$ cat src/rtl/data_memory_pipeline_pkg.sv
// Shared types for the data-memory pipeline: load funct3 codes,
// per-slot control bundle and the bubble constant.
package data_memory_pipeline_pkg;

  typedef enum logic [2:0] {
    LT_LB  = 3'b000,
    LT_LH  = 3'b001,
    LT_LW  = 3'b010,
    LT_LBU = 3'b100,
    LT_LHU = 3'b101
  } load_type_e;

  typedef struct packed {
    logic       valid;
    logic       we;
    logic       is_load;
    logic [2:0] load_type;
  } slot_ctrl_t;

  localparam slot_ctrl_t BUBBLE_SLOT = '0;

endpackage

$ cat src/rtl/data_memory_pipeline_load_data_aligner.sv
// Load data aligner: picks byte/half/word from a cache word by offset.
// Ports: i_word, i_offset[1:0], i_load_type[2:0] in; o_data out.
module load_data_aligner
  import data_memory_pipeline_pkg::*;
#(
  parameter int DATA_WIDTH = 32
) (
  input  logic [DATA_WIDTH-1:0] i_word,
  input  logic [1:0]            i_offset,
  input  logic [2:0]            i_load_type,
  output logic [DATA_WIDTH-1:0] o_data
);

  logic [7:0]  w_byte;
  logic [15:0] w_half;

  assign w_byte = i_word[{i_offset, 3'b000} +: 8];
  assign w_half = i_word[{i_offset[1], 4'b0000} +: 16];

  always_comb begin
    o_data = i_word;
    unique case (1'b1)
      (i_load_type == LT_LB):
        o_data = {{(DATA_WIDTH-8){w_byte[7]}}, w_byte};
      (i_load_type == LT_LBU):
        o_data = {{(DATA_WIDTH-8){1'b0}}, w_byte};
      (i_load_type == LT_LH):
        o_data = {{(DATA_WIDTH-16){w_half[15]}}, w_half};
      (i_load_type == LT_LHU):
        o_data = {{(DATA_WIDTH-16){1'b0}}, w_half};
      default:
        o_data = i_word;
    endcase
  end

endmodule

$ cat src/rtl/data_memory_pipeline.sv
// DM1->DM2->DM3->WB pipeline with load-use and cache-miss stalls.
// Ports: EX bundle + cache data in; DMn/WB forwarding taps, stalls out.
module data_memory_pipeline
  import data_memory_pipeline_pkg::*;
#(
  parameter int DATA_WIDTH    = 32,
  parameter int REG_ADD_WIDTH = 5
) (
  input  logic                     CLK,
  input  logic                     RST,
  input  logic                     EX_VALID,
  input  logic [REG_ADD_WIDTH-1:0] RD_ADDRESS_EX,
  input  logic                     RD_WRITE_ENABLE_EX,
  input  logic [DATA_WIDTH-1:0]    ALU_RESULT_EX,
  input  logic                     IS_LOAD_EX,
  input  logic [2:0]               LOAD_TYPE_EX,
  input  logic [REG_ADD_WIDTH-1:0] RS1_ADDRESS_EX,
  input  logic [REG_ADD_WIDTH-1:0] RS2_ADDRESS_EX,
  input  logic                     DATA_CACHE_HIT,
  input  logic [DATA_WIDTH-1:0]    DATA_CACHE_DATA,
  output logic [REG_ADD_WIDTH-1:0] RD_ADDRESS_DM1,
  output logic                     RD_WRITE_ENABLE_DM1,
  output logic [DATA_WIDTH-1:0]    RD_DATA_DM1,
  output logic [REG_ADD_WIDTH-1:0] RD_ADDRESS_DM2,
  output logic                     RD_WRITE_ENABLE_DM2,
  output logic [DATA_WIDTH-1:0]    RD_DATA_DM2,
  output logic [REG_ADD_WIDTH-1:0] RD_ADDRESS_DM3,
  output logic                     RD_WRITE_ENABLE_DM3,
  output logic [DATA_WIDTH-1:0]    RD_DATA_DM3,
  output logic [REG_ADD_WIDTH-1:0] RD_ADDRESS_WB,
  output logic                     RD_WRITE_ENABLE_WB,
  output logic [DATA_WIDTH-1:0]    RD_DATA_WB,
  output logic                     STALL_EXECUTION_STAGE,
  output logic                     STALL_DATA_MEMORY
);

  slot_ctrl_t               r_ctrl [3];
  logic [REG_ADD_WIDTH-1:0] r_rd   [3];
  logic [DATA_WIDTH-1:0]    r_data [3];

  logic                     r_wb_en;
  logic [REG_ADD_WIDTH-1:0] r_wb_rd;
  logic [DATA_WIDTH-1:0]    r_wb_data;

  logic                     w_dm_stall;
  logic                     w_load_use;
  logic [1:0]               w_hazard;
  logic                     w_en [3];
  logic [REG_ADD_WIDTH-1:0] w_addr [3];
  logic [DATA_WIDTH-1:0]    w_aligned;
  logic [DATA_WIDTH-1:0]    w_dm3_data;

  load_data_aligner #(
    .DATA_WIDTH(DATA_WIDTH)
  ) u_align (
    .i_word      (DATA_CACHE_DATA),
    .i_offset    (r_data[2][1:0]),
    .i_load_type (r_ctrl[2].load_type),
    .o_data      (w_aligned)
  );

  assign w_dm_stall = r_ctrl[2].valid
                    & r_ctrl[2].is_load
                    & ~DATA_CACHE_HIT;

  // Loads in DM1/DM2 have no data yet; a dependent EX must wait.
  always_comb begin
    w_hazard = '0;
    for (int i = 0; i < 2; i++) begin
      w_hazard[i] = r_ctrl[i].valid
                  & r_ctrl[i].is_load
                  & (|r_rd[i])
                  & ((r_rd[i] == RS1_ADDRESS_EX)
                   | (r_rd[i] == RS2_ADDRESS_EX));
    end
  end

  assign w_load_use = EX_VALID & (|w_hazard);

  always_comb begin
    for (int i = 0; i < 3; i++) begin
      w_addr[i] = r_ctrl[i].valid ? r_rd[i] : '0;
    end
    w_en[0] = r_ctrl[0].valid & r_ctrl[0].we
            & (|r_rd[0]) & ~r_ctrl[0].is_load;
    w_en[1] = r_ctrl[1].valid & r_ctrl[1].we
            & (|r_rd[1]) & ~r_ctrl[1].is_load;
    w_en[2] = r_ctrl[2].valid & r_ctrl[2].we
            & (|r_rd[2])
            & (~r_ctrl[2].is_load | DATA_CACHE_HIT);
  end

  always_comb begin
    w_dm3_data = '0;
    if (r_ctrl[2].valid) begin
      w_dm3_data = r_ctrl[2].is_load ? w_aligned
                                     : r_data[2];
    end
  end

  always_ff @(posedge CLK) begin
    if (RST) begin
      for (int i = 0; i < 3; i++) begin
        r_ctrl[i] <= BUBBLE_SLOT;
        r_rd[i]   <= '0;
        r_data[i] <= '0;
      end
      r_wb_en   <= 1'b0;
      r_wb_rd   <= '0;
      r_wb_data <= '0;
    end else if (w_dm_stall) begin
      r_wb_en   <= 1'b0;
      r_wb_rd   <= '0;
      r_wb_data <= '0;
    end else begin
      r_wb_en   <= w_en[2];
      r_wb_rd   <= w_addr[2];
      r_wb_data <= w_dm3_data;
      r_ctrl[2] <= r_ctrl[1];
      r_rd[2]   <= r_rd[1];
      r_data[2] <= r_data[1];
      r_ctrl[1] <= r_ctrl[0];
      r_rd[1]   <= r_rd[0];
      r_data[1] <= r_data[0];
      if (EX_VALID && !w_load_use) begin
        r_ctrl[0] <= '{valid:     1'b1,
                       we:        RD_WRITE_ENABLE_EX,
                       is_load:   IS_LOAD_EX,
                       load_type: LOAD_TYPE_EX};
        r_rd[0]   <= RD_ADDRESS_EX;
        r_data[0] <= ALU_RESULT_EX;
      end else begin
        r_ctrl[0] <= BUBBLE_SLOT;
        r_rd[0]   <= '0;
        r_data[0] <= '0;
      end
    end
  end

  assign RD_ADDRESS_DM1        = w_addr[0];
  assign RD_WRITE_ENABLE_DM1   = w_en[0];
  assign RD_DATA_DM1           = r_ctrl[0].valid ? r_data[0] : '0;
  assign RD_ADDRESS_DM2        = w_addr[1];
  assign RD_WRITE_ENABLE_DM2   = w_en[1];
  assign RD_DATA_DM2           = r_ctrl[1].valid ? r_data[1] : '0;
  assign RD_ADDRESS_DM3        = w_addr[2];
  assign RD_WRITE_ENABLE_DM3   = w_en[2];
  assign RD_DATA_DM3           = w_dm3_data;
  assign RD_ADDRESS_WB         = r_wb_rd;
  assign RD_WRITE_ENABLE_WB    = r_wb_en;
  assign RD_DATA_WB            = r_wb_data;
  assign STALL_DATA_MEMORY     = w_dm_stall;
  assign STALL_EXECUTION_STAGE = w_dm_stall | w_load_use;

endmodule

$ cat config.mk
export PLATFORM = sky130hd
export DESIGN_NAME = data_memory_pipeline
export DESIGN_NICKNAME = d
export VERILOG_FILES = /design/src/rtl/data_memory_pipeline_pkg.sv /design/src/rtl/data_memory_pipeline_load_data_aligner.sv /design/src/rtl/data_memory_pipeline.sv
export SDC_FILE = /design/constraint.sdc
export NUM_CORES = 1
export LEC_CHECK = 0
export ABC_CLOCK_PERIOD_IN_PS = 8700
export CORE_MARGIN = 1.5
export CORE_UTILIZATION = 35
export CTS_CLUSTER_DIAMETER = 60
export DETAILED_ROUTE_END_ITERATION = 16
export PLACE_DENSITY = 0.66
export SYNTH_ARGS = -nofsm -noshare
export SYNTH_HDL_FRONTEND = slang
export SYNTH_SLANG_ARGS = --single-unit
$ cat constraint.sdc
create_clock -name CLK -period 8.7 [get_ports CLK]
set_input_delay 0.87 -clock CLK [delete_from_list [all_inputs] [get_ports CLK]]
set_output_delay 0.87 -clock CLK [all_outputs]
set_load 0.05 [all_outputs]
==> reports/metrics.yaml <==
grt_pass1_wl_um: 33400
final_hold_viol_count: 0
wl_per_cell_um: 18.7
dieHeight_um: 153
fillers: 2008
drive_gt1_share_pct: 5.12
cts_resized: 0
drc: 0
synth_fa_ha_area_share_pct: 0
ant_nets: 0
syn_avg_cell_area_um2: 11.8
final_max_slew_viol_count: 0
ios: 242
swShare_pct: 22.4
drt_iter0_drc: 351
synth_edf_count: 129
ir_worst_vdd_mv: 0.115
wirelength_um: 22000
p_total_mw: 1.76
use_met3_pct: 4.86
critical_path_class: "reg2out"
grt_pass1_vias: 5664
combPwrFrac_pct: 7.1
critPathArrivalTime_ns: 4.04
powerDensity_mw_per_mm2: 160
async_flop_share_pct: 0
tns_ns: 0
synth.area.mux_share_pct: 1.69
cts_hold_buf: 0
die_x_um: 153
fin_crit_ns: 4.91
yosysUniqueCellTypes: 44
initial_core_util_pct: 35.8
synth_most_common_cell: "and2_1"
area_growth_pct: 40.6
num_vias: 5647
grt_use_total_pct: 18.9
maxSlewHeadroom_pct: 15.5
drv_cap: 0
synth_flop_cell: "edfxtp_1"
period_share_pct: 56.5
synth_area_leaders: "edfxtp_1, and2_1, dfxtp_1"
grt-ovfl-total: 0
clk_latency_ns: 0.43
cts.path.max_buffers: 2
cts_tree: "done"
final_nets: 973
intPower_mw: 1.37
skew_ns: 0.00958
yosys.area_share.simple_pct: 24.3
holdWs_ns: 0.498
synth_xor_area_share_pct: 2.23
clockPowerShare_pct: 42.5
yosys-top-cells-count: "and2_1, edfxtp_1, a22o_1"
leakagePower_nw: 4.23
ys_ff_latch: 167
synth_compound_area_share_pct: 9.40
fp-row-count: 54
synth_top_family_by_area: "simple AND/OR/NAND/NOR gates"
setup_violations: 0
grt_max_degree: 105
synth.cell_area_mm2: 0.00784
path_max_fanout: 20
core_area_mm2: 0.0219
pwr-share-seq_pct: 50.4
clk_pin_slew_worst_paths_ns: 0.06
grt_antenna_before_repair: 0
yosysSeqAreaShare_pct: 59.1
cts_setup_buffers: 0
synth_largest_area_cell: "edfxtp_1"
clock_sinks: 167
synth_top_area_share_pct: 49.4
use_met1_pct: 24.3
required_ns: 7.83
max_freq_ghz: 0.203
viasPerCell: 4.79
syn-num-nets: 753
outcome: "completed"
die_area_mm2: 0.0233
global_route.usage.met2_pct: 30.1
grt_setup_unrepaired: "no"
synthCells: 665
yosys_warnings: 0
antenna_cells: 0
gp_congestion: 0.873
first_pass_iters: 5
hpwl_um: 15600
start_kind: "register"
final_util_pct: 50.4
clockRootBuffer: "clkbuf_16"
busiest_layer: "met2"
endpoint_kind: "output port"
cts-buffers-inserted: 17
hold_path.class: "reg2reg"
port_buffers: 241
tightest_slew_ns: 1.26
htreeDepth: 4
switchingPower_mw: 0.394
## cells by family (layout without fill, tap and decap cells)
kind of cell	Yosys count	count (layout)
and+or+nand+nor	314	314
muxes	12	12
DFF	167	167
xor gates and xnor gates	20	20
buffers and inverters	58	291
AOI/OAI and AO/OA	94	94
## placed cells by master (no fill, tap or decap), drive strengths merged, types with 13 or more instances in the layout
cell             n
nor2b           15
nand2           20
clkdlybuf4s50  241
edfxtp         129
a22o            40
nand2b          21
clkbuf          23
xnor2           20
dfxtp           38
inv             18
o21ai           13
and2           222
## through the flow
step,area [um2],setup WS (ns),std cells
after floorplan,7840,4.60,665
after global placement,10500,3.95,1146
after detailed placement,10500,3.81,1146
after CTS,11000,3.78,1178
after global routing,11000,3.60,1178
final,11000,3.79,1178
## critical path: stages, from the launching register on
cell             delay [ns]
edfxtp_1               0.94
mux2i_1                0.19
nand2_1                0.13
a41oi_1                0.24
nor2_1                 1.02
a22o_1                 0.27
clkdlybuf4s50_1        0.82
## routing by layer
metal	vias to the layer above	routed length [um]
met1	2637	9690
met3	36	1320
met2	232	10200
met5	-	0
li1	2742	-
met4	0	721
## worst paths after layout
path,slack [ns],end,cells after the start,start
hold reg to reg,0.50,RD_DATA_WB[22],1,r_data[0][86]
setup / recovery,3.79,RD_DATA_DM3[29],6,r_data[0][65]
hold / removal,0.50,RD_DATA_WB[22],1,r_data[0][86]
setup reg to reg,5.44,RD_DATA_WB[19],4,r_ctrl[0][17]
## sequential cells by signal, summed over array words and instances, names as in the netlist
name                flops
RD_WRITE_ENABLE_WB      1
RD_ADDRESS_WB           5
RD_DATA_WB             32
r_ctrl                 18
r_rd                   15
r_data                 96
## cell type report
type / count / area, um2 / area share [%]
clock buffer: 23 / 489 / 4.44
clock inverter: 9 / 86.3 / 0.783
inverter: 13 / 48.8 / 0.442
multi-input combinational: 440 / 2970 / 26.9
sequential: 167 / 4630 / 42.0
tap: 280 / 350 / 3.18
timing repair buffer: 246 / 2450 / 22.2
## power by group through the flow
| stage | Combinational [mW] | Clock (mW) | Sequential (mW) |
|---|---|---|---|
| after floorplan | 0.0663 | 0 | 0.894 |
| after global placement | 0.125 | 0 | 0.904 |
| after detailed placement | 0.126 | 0 | 0.904 |
| after CTS | 0.127 | 0.761 | 0.887 |
| after global routing | 0.135 | 0.797 | 0.889 |
| final | 0.126 | 0.749 | 0.887 |
No activity file was read; power rests on OpenSTA's default activity.
